File: src/rtl/mem_dump_stream_pkg.sv
// Shared types, constants and helpers for the memory-dump streaming engine.
// Symbol selection and the control FSM both derive their sizing from here.
package mem_dump_pkg;

    typedef enum logic [2:0] {
        ST_IDLE,
        ST_REQ,
        ST_WAIT,
        ST_SEND,
        ST_NEXT
    } state_t;

    localparam logic [7:0] ASCII_CR = 8'h0D;
    localparam logic [7:0] ASCII_LF = 8'h0A;

    // Wide enough for the largest symbol count (64-bit word in hex: 16 + 2).
    localparam int IDX_W = 5;

    function automatic logic [7:0] nibble_to_ascii(input logic [3:0] nib);
        return (nib < 4'd10) ? (8'h30 + {4'h0, nib}) : (8'h37 + {4'h0, nib});
    endfunction

    function automatic int syms_per_word(input int data_w, input int hex_mode);
        return (hex_mode != 0) ? (data_w / 4 + 2) : (data_w / 8);
    endfunction

endpackage

File: src/rtl/mem_dump_stream_if.sv
// Bundles the Avalon-MM read port and the byte stream toward the UART.
// The dump engine is the master; memory and stream sink sit on the slave side.
interface mem_dump_stream_if #(
    parameter int ADDR_W = 17,
    parameter int DATA_W = 32
);
    logic [ADDR_W-1:0] mem_addr;
    logic              mem_read;
    logic              mem_waitrequest;
    logic [DATA_W-1:0] mem_data;
    logic              mem_readdatavalid;
    logic              uart_valid;
    logic              uart_ready;
    logic [7:0]        uart_data;

    modport master (
        output mem_addr,
        output mem_read,
        input  mem_waitrequest,
        input  mem_data,
        input  mem_readdatavalid,
        output uart_valid,
        output uart_data,
        input  uart_ready
    );

    modport slave (
        input  mem_addr,
        input  mem_read,
        output mem_waitrequest,
        output mem_data,
        output mem_readdatavalid,
        input  uart_valid,
        input  uart_data,
        output uart_ready
    );
endinterface

File: src/rtl/mem_dump_stream_word_serializer.sv
// Latches one memory word and emits it as 8-bit symbols over valid/ready,
// either raw little-endian bytes or uppercase ASCII hex followed by CR LF.
module word_serializer
    import mem_dump_pkg::*;
#(
    parameter int DATA_W   = 32,
    parameter int HEX_MODE = 0
) (
    input  logic              clk,
    input  logic              nreset,
    input  logic              i_load,
    input  logic [DATA_W-1:0] i_word,
    output logic              o_last,
    output logic              o_valid,
    output logic [7:0]        o_data,
    input  logic              i_ready
);

    localparam int SYMS = syms_per_word(DATA_W, HEX_MODE);
    localparam int NIBS = DATA_W / 4;
    localparam int TBL  = 2 ** IDX_W;
    localparam logic [IDX_W-1:0] LAST_IDX = IDX_W'(SYMS - 1);

    logic [DATA_W-1:0] r_word;
    logic [IDX_W-1:0]  r_idx;
    logic              r_valid;

    logic              w_fire;
    logic              w_at_last;
    logic [7:0]        w_syms [TBL];

    // Full power-of-two table so the index never selects outside the array.
    genvar gi;
    generate
        for (gi = 0; gi < TBL; gi++) begin : g_sym
            if (gi >= SYMS) begin : g_unused
                assign w_syms[gi] = 8'h00;
            end else if (HEX_MODE != 0) begin : g_hex
                if (gi < NIBS) begin : g_nib
                    assign w_syms[gi] = nibble_to_ascii(r_word[DATA_W-4-4*gi +: 4]);
                end else if (gi == NIBS) begin : g_cr
                    assign w_syms[gi] = ASCII_CR;
                end else begin : g_lf
                    assign w_syms[gi] = ASCII_LF;
                end
            end else begin : g_raw
                assign w_syms[gi] = r_word[8*gi +: 8];
            end
        end
    endgenerate

    assign w_fire    = r_valid & i_ready;
    assign w_at_last = (r_idx == LAST_IDX);
    assign o_last    = w_fire & w_at_last;
    assign o_valid   = r_valid;
    // Forced to zero when idle so the bus reads 0 out of reset in hex mode too.
    assign o_data    = r_valid ? w_syms[r_idx] : 8'h00;

    always_ff @(posedge clk or negedge nreset) begin
        if (!nreset) begin
            r_word  <= '0;
            r_idx   <= '0;
            r_valid <= 1'b0;
        end else if (i_load) begin
            r_word  <= i_word;
            r_idx   <= '0;
            r_valid <= 1'b1;
        end else if (w_fire) begin
            if (w_at_last) begin
                r_valid <= 1'b0;
            end else begin
                r_idx <= r_idx + IDX_W'(1);
            end
        end
    end

endmodule

File: src/rtl/mem_dump_stream.sv
// Memory-dump engine: on start, reads START_ADDR..END_ADDR one word at a time
// over Avalon-MM and streams each word out as bytes through word_serializer.
module mem_dump_stream
    import mem_dump_pkg::*;
#(
    parameter int                ADDR_W     = 17,
    parameter int                DATA_W     = 32,
    parameter logic [ADDR_W-1:0] START_ADDR = '0,
    parameter logic [ADDR_W-1:0] END_ADDR   = {ADDR_W{1'b1}},
    parameter int                HEX_MODE   = 0
) (
    input  logic               clk,
    input  logic               nreset,
    input  logic               start,
    output logic               busy,
    output logic               done,
    mem_dump_stream_if.master  bus
);

    state_t            r_state;
    logic [ADDR_W-1:0] r_addr;
    logic              r_mem_read;
    logic              r_busy;
    logic              r_done;

    logic              w_load;
    logic              w_last;
    logic              w_at_end;

    // Read data is only taken while waiting for it; strays elsewhere are dropped.
    assign w_load   = (r_state == ST_WAIT) && bus.mem_readdatavalid;
    assign w_at_end = (r_addr == END_ADDR);

    always_ff @(posedge clk or negedge nreset) begin
        if (!nreset) begin
            r_state    <= ST_IDLE;
            r_addr     <= START_ADDR;
            r_mem_read <= 1'b0;
            r_busy     <= 1'b0;
            r_done     <= 1'b0;
        end else begin
            r_done <= 1'b0;
            case (r_state)
                ST_IDLE: begin
                    if (start) begin
                        r_addr     <= START_ADDR;
                        r_mem_read <= 1'b1;
                        r_busy     <= 1'b1;
                        r_state    <= ST_REQ;
                    end
                end
                ST_REQ: begin
                    if (!bus.mem_waitrequest) begin
                        r_mem_read <= 1'b0;
                        r_state    <= ST_WAIT;
                    end
                end
                ST_WAIT: begin
                    if (bus.mem_readdatavalid) begin
                        r_state <= ST_SEND;
                    end
                end
                ST_SEND: begin
                    // done is raised on entry to NEXT so it pulses right after the last handshake.
                    if (w_last) begin
                        r_state <= ST_NEXT;
                        if (w_at_end) begin
                            r_done <= 1'b1;
                            r_busy <= 1'b0;
                        end
                    end
                end
                ST_NEXT: begin
                    if (w_at_end) begin
                        r_state <= ST_IDLE;
                    end else begin
                        r_addr     <= r_addr + ADDR_W'(1);
                        r_mem_read <= 1'b1;
                        r_state    <= ST_REQ;
                    end
                end
                default: r_state <= ST_IDLE;
            endcase
        end
    end

    assign busy         = r_busy;
    assign done         = r_done;
    assign bus.mem_addr = r_addr;
    assign bus.mem_read = r_mem_read;

    word_serializer #(
        .DATA_W   (DATA_W),
        .HEX_MODE (HEX_MODE)
    ) u_ser (
        .clk     (clk),
        .nreset  (nreset),
        .i_load  (w_load),
        .i_word  (bus.mem_data),
        .o_last  (w_last),
        .o_valid (bus.uart_valid),
        .o_data  (bus.uart_data),
        .i_ready (bus.uart_ready)
    );

endmodule

File: src/flat_wrapper.sv
// flat-port wrapper written by rule: the top's interface ports become plain ports
module mem_dump_stream_flat import mem_dump_pkg::*;
#(
    parameter int                ADDR_W     = 17,
    parameter int                DATA_W     = 32,
    parameter logic [ADDR_W-1:0] START_ADDR = '0,
    parameter logic [ADDR_W-1:0] END_ADDR   = {ADDR_W{1'b1}},
    parameter int                HEX_MODE   = 0
)
  (clk, nreset, start, busy, done, bus_mem_addr, bus_mem_read, bus_mem_waitrequest, bus_mem_data, bus_mem_readdatavalid, bus_uart_valid, bus_uart_data, bus_uart_ready);
  mem_dump_stream_if #(.ADDR_W(ADDR_W), .DATA_W(DATA_W)) bus_i ();
  input  logic clk;
  input  logic nreset;
  input  logic start;
  output logic busy;
  output logic done;
  output wire logic [$bits(bus_i.mem_addr)-1:0] bus_mem_addr;
  output wire logic [$bits(bus_i.mem_read)-1:0] bus_mem_read;
  input wire logic [$bits(bus_i.mem_waitrequest)-1:0] bus_mem_waitrequest;
  input wire logic [$bits(bus_i.mem_data)-1:0] bus_mem_data;
  input wire logic [$bits(bus_i.mem_readdatavalid)-1:0] bus_mem_readdatavalid;
  output wire logic [$bits(bus_i.uart_valid)-1:0] bus_uart_valid;
  output wire logic [$bits(bus_i.uart_data)-1:0] bus_uart_data;
  input wire logic [$bits(bus_i.uart_ready)-1:0] bus_uart_ready;
  assign bus_mem_addr = bus_i.mem_addr;
  assign bus_mem_read = bus_i.mem_read;
  assign bus_i.mem_waitrequest = bus_mem_waitrequest;
  assign bus_i.mem_data = bus_mem_data;
  assign bus_i.mem_readdatavalid = bus_mem_readdatavalid;
  assign bus_uart_valid = bus_i.uart_valid;
  assign bus_uart_data = bus_i.uart_data;
  assign bus_i.uart_ready = bus_uart_ready;
  mem_dump_stream #(.ADDR_W(ADDR_W), .DATA_W(DATA_W), .START_ADDR(START_ADDR), .END_ADDR(END_ADDR), .HEX_MODE(HEX_MODE)) u_core (.clk(clk), .nreset(nreset), .start(start), .busy(busy), .done(done), .bus(bus_i));
endmodule
File: config.mk
export PLATFORM = sky130hd
export DESIGN_NAME = mem_dump_stream_flat
export DESIGN_NICKNAME = d
export VERILOG_FILES = /design/src/rtl/mem_dump_stream_pkg.sv /design/src/rtl/mem_dump_stream_if.sv /design/src/rtl/mem_dump_stream_word_serializer.sv /design/src/rtl/mem_dump_stream.sv /design/src/flat_wrapper.sv
export SDC_FILE = /design/constraint.sdc
export NUM_CORES = 1
export LEC_CHECK = 0
export CAP_MARGIN = 20
export CORE_MARGIN = 3
export CORE_UTILIZATION = 47
export CTS_BUF_LIST = sky130_fd_sc_hd__clkbuf_4 sky130_fd_sc_hd__clkbuf_8
export CTS_CLUSTER_DIAMETER = 30
export DETAILED_ROUTE_END_ITERATION = 8
export GPL_TIMING_DRIVEN = 0
export PLACE_DENSITY = 0.78
export SETUP_SLACK_MARGIN = 0.2
export SLEW_MARGIN = 15
export SYNTH_ARGS = -nofsm -noshare
export SYNTH_HDL_FRONTEND = slang
export SYNTH_SLANG_ARGS = --single-unit
File: constraint.sdc
create_clock -name clk -period 2.3 [get_ports clk]
set_input_delay 0.46 -clock clk [delete_from_list [all_inputs] [get_ports clk]]
set_output_delay 0.46 -clock clk [all_outputs]
set_load 0.01 [all_outputs]
; After elaboration in Yosys (flattened, before gate mapping)
; Cells that the tools add are included.
[totals]
regBits = 61
latchBits = 0
ramBits = 0
mem_bits_ro = 0
elab_cells = 69
n_memories = 0
[op_classes]
addsub = 2
n_mul = 0
div_mod_pow = 0
n_lt_le_gt_ge = 1
n_eq_ne = 13
shift = 0
mux = 29
n_bitwise = 3
n_reduce_logical = 13
[ops]
columns = op, n
row1 = $bmux W8 S5, 1
row2 = $mux W17, 2
row3 = $pmux W17 S2, 1
row4 = $mux W8, 3
row5 = $add A17 B1 Y17 const B, 1
row6 = $eq A17 B17 Y1 const B, 1
row7 = $mux W5, 3
row8 = $pmux W3 S5, 1
row9 = $mux W1, 12
row10 = $mux W3, 4
row11 = $ne A2 B2 Y1 const B, 6
row12 = $reduce_and A4 Y1, 3
row13 = $reduce_bool A2 Y1, 4
row14 = $eq A3 B2 Y1 const B, 2
row15 = $ge A6 B6 Y1 const B, 1
row16 = $not A5 Y6, 1
row17 = $add A5 B1 Y5 const B, 1
row18 = $eq A5 B2 Y1 const B, 1
row19 = $reduce_and A2 Y1, 2
row20 = $eq A3 B1 Y1 const B, 1
row21 = $eq A3 B3 Y1 const B, 1
row22 = $logic_not A3 Y1, 1
row23 = $pmux W1 S3, 1
row24 = $reduce_and A3 Y1, 1
row25 = 5 further kinds, 6

; Longest topological paths before layout
[depth]
ltp_word = 5
mapped_depth = 9
mapped_depth_nobuf = 8

; Hierarchy
; From an unflattened synthesis, not the netlist that was laid out.
[hier_totals]
cells_unflattened = 245
hier_area_um2 = 2992.9
[by_module_without_submodules]
columns = mod, instances, cells_each, area_each_um2
row1 = word_serializer, 1, 119, 1750.4
row2 = mem_dump_stream, 1, 126, 1242.4

; Worst setup path after synthesis
; OpenSTA, ideal clock, no wires.
[synth_timing]
path_kind = register -> register
start = register u_core.r_addr[2] (netlist: u_core.bus.mem_addr[2])
end = register u_core.r_addr[12] (netlist: u_core.bus.mem_addr[12])
setup_time_ps = 78
t_arrival_ps = 2126
required_time_ps = 2222
path_slack_ps = 96
stages_incl_launch_ff = 10
n_path_buf = 1
synth_period_minus_slack_ps = 2204
path_cell_list = dfrtp_1 > and4_1 > buf_4 > nand2_2 > nor3_1 > ha_1 > nand2b_1 > a21o_1 > or4_1 > a21oi_1
[synth_between]
elab_chain_len = 3
elab_cells_between_ends = 6
[synth_lines]
columns = item, line
row1 = from (decl), mem_dump_stream.sv:21  ; logic [ADDR_W-1:0] r_addr;
row2 = from (signal assigned), mem_dump_stream.sv:77  ; r_addr <= r_addr + ADDR_W'(1);
row3 = $add A17 B1 Y17 / $eq A17 B17 Y1 (equally long branches), "mem_dump_stream.sv:77, mem_dump_stream.sv:32"
row4 = $mux W17 / $ne A2 B2 Y1 (equally long branches), -
row5 = $pmux W17 S2 / $reduce_and A3 Y1 (equally long branches), -
; Several ways; a longest one is shown, not always the timed one. The select of a mux whose other input is x is not followed.
; A chain may end at the register's enable or synchronous reset.

; Final worst setup path
[layout_timing]
start = register u_core.u_ser.r_idx[0]
end = output port bus_uart_data[1]
[layout_between]
elab_chain_len = 5
[layout_lines]
columns = item, line
row1 = from (decl), mem_dump_stream_word_serializer.sv:25  ; logic [IDX_W-1:0] r_idx;
row2 = from (signal assigned), mem_dump_stream_word_serializer.sv:72  ; r_idx <= r_idx + IDX_W'(1);
row3 = $not A5 Y6 (not written as such), mem_dump_stream_word_serializer.sv:57  ; assign o_data = r_valid ? w_syms[r_idx] : 8'h00;
row4 = $bmux W8 S5, mem_dump_stream_word_serializer.sv:57
row5 = $mux W8 (not written as such) (2 in series), mem_dump_stream_word_serializer.sv:57
row6 = $mux W8, mem_dump_stream_word_serializer.sv:57
row7 = to (decl), flat_wrapper.sv:23  ; output wire logic [$bits(bus_i.uart_data)-1:0] bus_uart_data;
; Every way passes these cells. The select of a mux whose other input is x is not followed.

==> run summary <==
The flow ran to the end, and the final reports show no timing, DRC or antenna violations. The reg-to-reg critical path startpoint was u_core.bus.mem_addr[1]. Sort of element at the end of the critical path: an output port. STA classifies the critical path startpoint as a flop. The routed design has 7.10 mm of wire. The clock buffer count from CTS came out at 9.

The starting density of the core was 0.494. The width of the chip came out at 85.5 microns. The floorplan step set the die height to 85.5 microns. The detail route stage leaves a number of antenna-violating nets equal to 0. The library cell used as clock root buffer is sky130_fd_sc_hd__clkbuf_8. The instance area after placement was 0.00374 sq mm; the post-synth design cell area was 0.00297 sq mm. The number of setup violations in the final report is 0. TritonCTS built the clock tree. The H-tree was split into 3 levels.

The type of the most critical hold path was input port to asynchronous set/reset pin. The logs give 62 for the pin count of the biggest net entering global routing and 137 ps for the least setup slack across all paths after layout. At the pin with the least slew margin, the transition time is 766 ps.

During synthesis, Yosys emitted a total of 0 warnings. The final max-slew violation count is 0. For the pre-CTS setup slack, the log shows -163 ps. After clock tree synthesis, the clock-pin slew on the worst setup and hold paths is 70 ps.

In this run the critical register-to-register path is captured at u_core.bus.mem_addr[8]. The critical path in this run is classified as flop to output port. The mean instance size in the synthesized netlist is 11.8 sq um.

The design draws 0.00468 W. The total count of hold-check failures in the final report came out at 0. The run gives 1840 ps as the required time of the critical path.

The number of port buffers came out at 66. The share of synthesized flip-flops with an asynchronous set or reset came out at 1.00. In the routed layout, each cell is associated on average with a via count of 5.52. The arrival time at the worst endpoint is 1700 ps.

For this design the ratio of total power to cell area is 1100 mW/mm^2. Reg-to-reg setup timing slack: 260 ps. The core utilization of the finished layout came out at 0.705.

Setup repair after global routing could not meet its margin everywhere. The sequential area share after synthesis came out at 0.513. Once placement completed, the tool counted placed cells totaling 392. The worst register-to-register path has a depth of 9. The deepest clock path buffer count was 2; the count of unique library cells instantiated by Yosys was 42. The detailed router placed 2,369 vias in this run. Number of rows in the core area: 28. In the final routed layout, each cell accounts on average for 16.5 microns.

The clock reaches the later pin of the worst-skew pair after 340 ps. The routed design uses 3.60 mm of met2 wire. In the final routing, the length of wire on met1 measures 2.91 mm. The net count of the finished layout is 391. Buffers inserted to repair hold after CTS numbered 0. The tree built by TritonCTS fans out to 61 sinks. Counting every net in the synthesized netlist gives 293. Counting I/O delays and the setup requirement, the final critical path takes 2160 ps. The tools report the all-layer global routing usage as 0.209.

The synthesized design contains 61 register bits. Highest clock rate: 462 MHz. The total leakage power was 1.79 nW; the number of maximum-capacitance violations was 0.

The die covers 0.00732 sq mm. The final RePlAce weighted congestion was 0.807. The highest layer used for signal routing was met4. The estimated wirelength of the detail-placed design is 4.72 mm, and the fill cell instance count of the final layout is 440.

The post-route fraction of the period consumed by the critical path is 0.940, and the wire length of the first global-routing pass is 11.7 mm. Number of global-route vias before repair: 2,504. Flip-flop cell with the highest count after synthesis: sky130_fd_sc_hd__dfrtp_1.

The floorplan step defined a core boundary enclosing 0.00603 sq mm. 0 antenna diodes ended up in the layout. The final cell count without fillers is 429. The fraction of layout cells with a size suffix above 1 is 0.350. The tools report the number of DRC markers after the initial detailed-route iteration as 114.

In the routed design, unresolved DRC markers number 0. On the final layout, the worst clock skew is 9.60 ps. For this design the top-level I/O count stands at 67. Of all nets on the critical path, the largest fanout is 5. The count of flip-flops with a built-in enable after synthesis works out to 0. The tools report the initial antenna violation count as 0.

The finished cells cover 0.00425 sq mm. In the detailed route, the total length drawn on met3 is 425 microns. IR analysis of the VDD net gives a maximum drop of 0.000721 V. Headroom to the max-slew limit: 0.490. For this run, the detailed router's first-pass iteration total came to 4.

For this run the aggregate overflow at the end of global routing stands at 0. From synthesis to final layout, the design area changed by 42.9%. The run gives 251 as the synthesized instance count.
==> where the power goes <==
part | internal, W | switching [W] | leakage, nW
combinational | 0.00132 | 0.000820 | 0.942
clock | 0.000456 | 0.000415 | 0.0956
sequential | 0.00145 | 0.000221 | 0.756
total | 0.00322 | 0.00146 | 1.79
==> Yosys cell counts (2+ instances only) <==
| master | n | area [sq um] |
|---|---|---|
| sky130_fd_sc_hd__a21o_1 | 3 | 22.5 |
| sky130_fd_sc_hd__a21oi_1 | 14 | 70.1 |
| sky130_fd_sc_hd__and2_1 | 2 | 12.5 |
| sky130_fd_sc_hd__and4_1 | 3 | 26.3 |
| sky130_fd_sc_hd__buf_2 | 4 | 20.0 |
| sky130_fd_sc_hd__buf_4 | 3 | 22.5 |
| sky130_fd_sc_hd__clkbuf_1 | 5 | 18.8 |
| sky130_fd_sc_hd__dfrtp_1 | 61 | 1530 |
| sky130_fd_sc_hd__ha_1 | 4 | 50.1 |
| sky130_fd_sc_hd__inv_1 | 2 | 7.51 |
| sky130_fd_sc_hd__mux2_2 | 32 | 360 |
| sky130_fd_sc_hd__mux2i_1 | 4 | 40.0 |
| sky130_fd_sc_hd__mux4_2 | 8 | 180 |
| sky130_fd_sc_hd__nand2_1 | 16 | 60.1 |
| sky130_fd_sc_hd__nand2b_1 | 3 | 18.8 |
| sky130_fd_sc_hd__nand3_1 | 8 | 40.0 |
| sky130_fd_sc_hd__nor2_1 | 16 | 60.1 |
| sky130_fd_sc_hd__nor2b_1 | 10 | 62.6 |
| sky130_fd_sc_hd__nor3_1 | 4 | 20.0 |
| sky130_fd_sc_hd__o21ai_0 | 11 | 55.1 |
| sky130_fd_sc_hd__o31ai_1 | 6 | 45.0 |
| sky130_fd_sc_hd__or2_2 | 2 | 12.5 |
| sky130_fd_sc_hd__or3_1 | 4 | 25.0 |
| sky130_fd_sc_hd__or4_1 | 4 | 30.0 |
| sky130_fd_sc_hd__xnor2_1 | 4 | 35.0 |
| sky130_fd_sc_hd__xor2_1 | 2 | 17.5 |
==> layer usage <==
layer,vias to the layer above,GRT usage
met4,0,0.108
met2,85,0.355
met1,1159,0.248
li1,1109,-
met5,-,0
met3,16,0.0471
==> worst max-delay path by stage <==
stage	startpoint	endpoint	slack [ps]
floorplan	u_core.bus.mem_addr[2]	u_core.bus.mem_addr[12]	230
global placement	nreset	u_core.bus.mem_addr[2]	-1440
detailed placement	u_core.bus.mem_addr[3]	u_core.bus.mem_addr[9]	-160
CTS	u_core.u_ser.r_idx[0]	bus_uart_data[1]	130
global route	u_core.u_ser.r_idx[0]	bus_uart_data[5]	80
finish	u_core.u_ser.r_idx[0]	bus_uart_data[1]	140
==> placed cells by master, fill, tap and decap left out, drive strengths merged, types with 2 or more instances in the layout <==
cell           synthesis  final
dfrtp                 61     61
clkdlybuf4s50          0     57
buf                    7     37
mux2                  32     32
nand2                 17     17
clkbuf                 5     17
nor2                  16     16
a21oi                 14     14
o21ai                 12     12
nor2b                 10     10
mux4                   8      8
nand3                  8      8
o31ai                  6      6
mux2i                  4      4
xnor2                  4      4
or3                    4      4
or4                    4      4
ha                     4      4
nor3                   4      4
a21o                   3      3
clkinv                 0      3
and4                   3      3
nand2b                 3      3
and2                   2      2
inv                    2      2
xor2                   2      2
or2                    2      2
==> cell type report <==
cell class / instances / area [sq um] / share of cell area
buffer: 12 / 76.3 / 0.0180
clock buffer: 12 / 159 / 0.0374
clock inverter: 4 / 22.5 / 0.00530
inverter: 2 / 7.51 / 0.00177
multi-input combinational: 176 / 1520 / 0.357
sequential: 61 / 1530 / 0.361
tap: 75 / 93.8 / 0.0221
timing repair buffer: 87 / 841 / 0.198
==> cell families after synthesis <==
logic type,Yosys count,share of synthesized area
simple gates,82,0.154
flops,61,0.513
mux,44,0.195
compound gates,40,0.0799
buf+inv,14,0.0231
xor+xnor,6,0.0177
fa+ha+maj,4,0.0168
==> flip-flops by register name (all words and copies together), names as in the netlist <==
| register | cells |
|---|---|
| u_core.bus.mem_addr | 17 |
| u_core.u_ser.o_valid | 1 |
| u_core.u_ser.r_word | 32 |
| u_core.u_ser.r_idx | 5 |
| u_core.done | 1 |
| u_core.busy | 1 |
| u_core.r_state | 3 |
| u_core.bus.mem_read | 1 |
==> worst max-delay path, stage by stage, from the launching register on <==
cell and delay (ps):
sky130_fd_sc_hd__dfrtp_2 380, sky130_fd_sc_hd__buf_6 100, sky130_fd_sc_hd__buf_8 120, sky130_fd_sc_hd__mux4_2 510
sky130_fd_sc_hd__nor2b_4 150, sky130_fd_sc_hd__buf_6 120
==> per-stage QoR <==
stage / TNS, ps / hold WS [ps]
floorplan: 0 / 164
global placement: -74660 / 485
detailed placement: -1520 / 492
global route: 0 / 243
CTS: 0 / 219
finish: 0 / 197
==> what timing repair did <==
item,4_1_cts,5_1_grt
pin swaps,5,6
cloned,1,0
endpoints found under the setup margin,21,20
setup buffers,14,6
resized for setup,69,9
endpoints found under the hold margin,0,0
No activity file was read; power rests on OpenSTA's default activity.
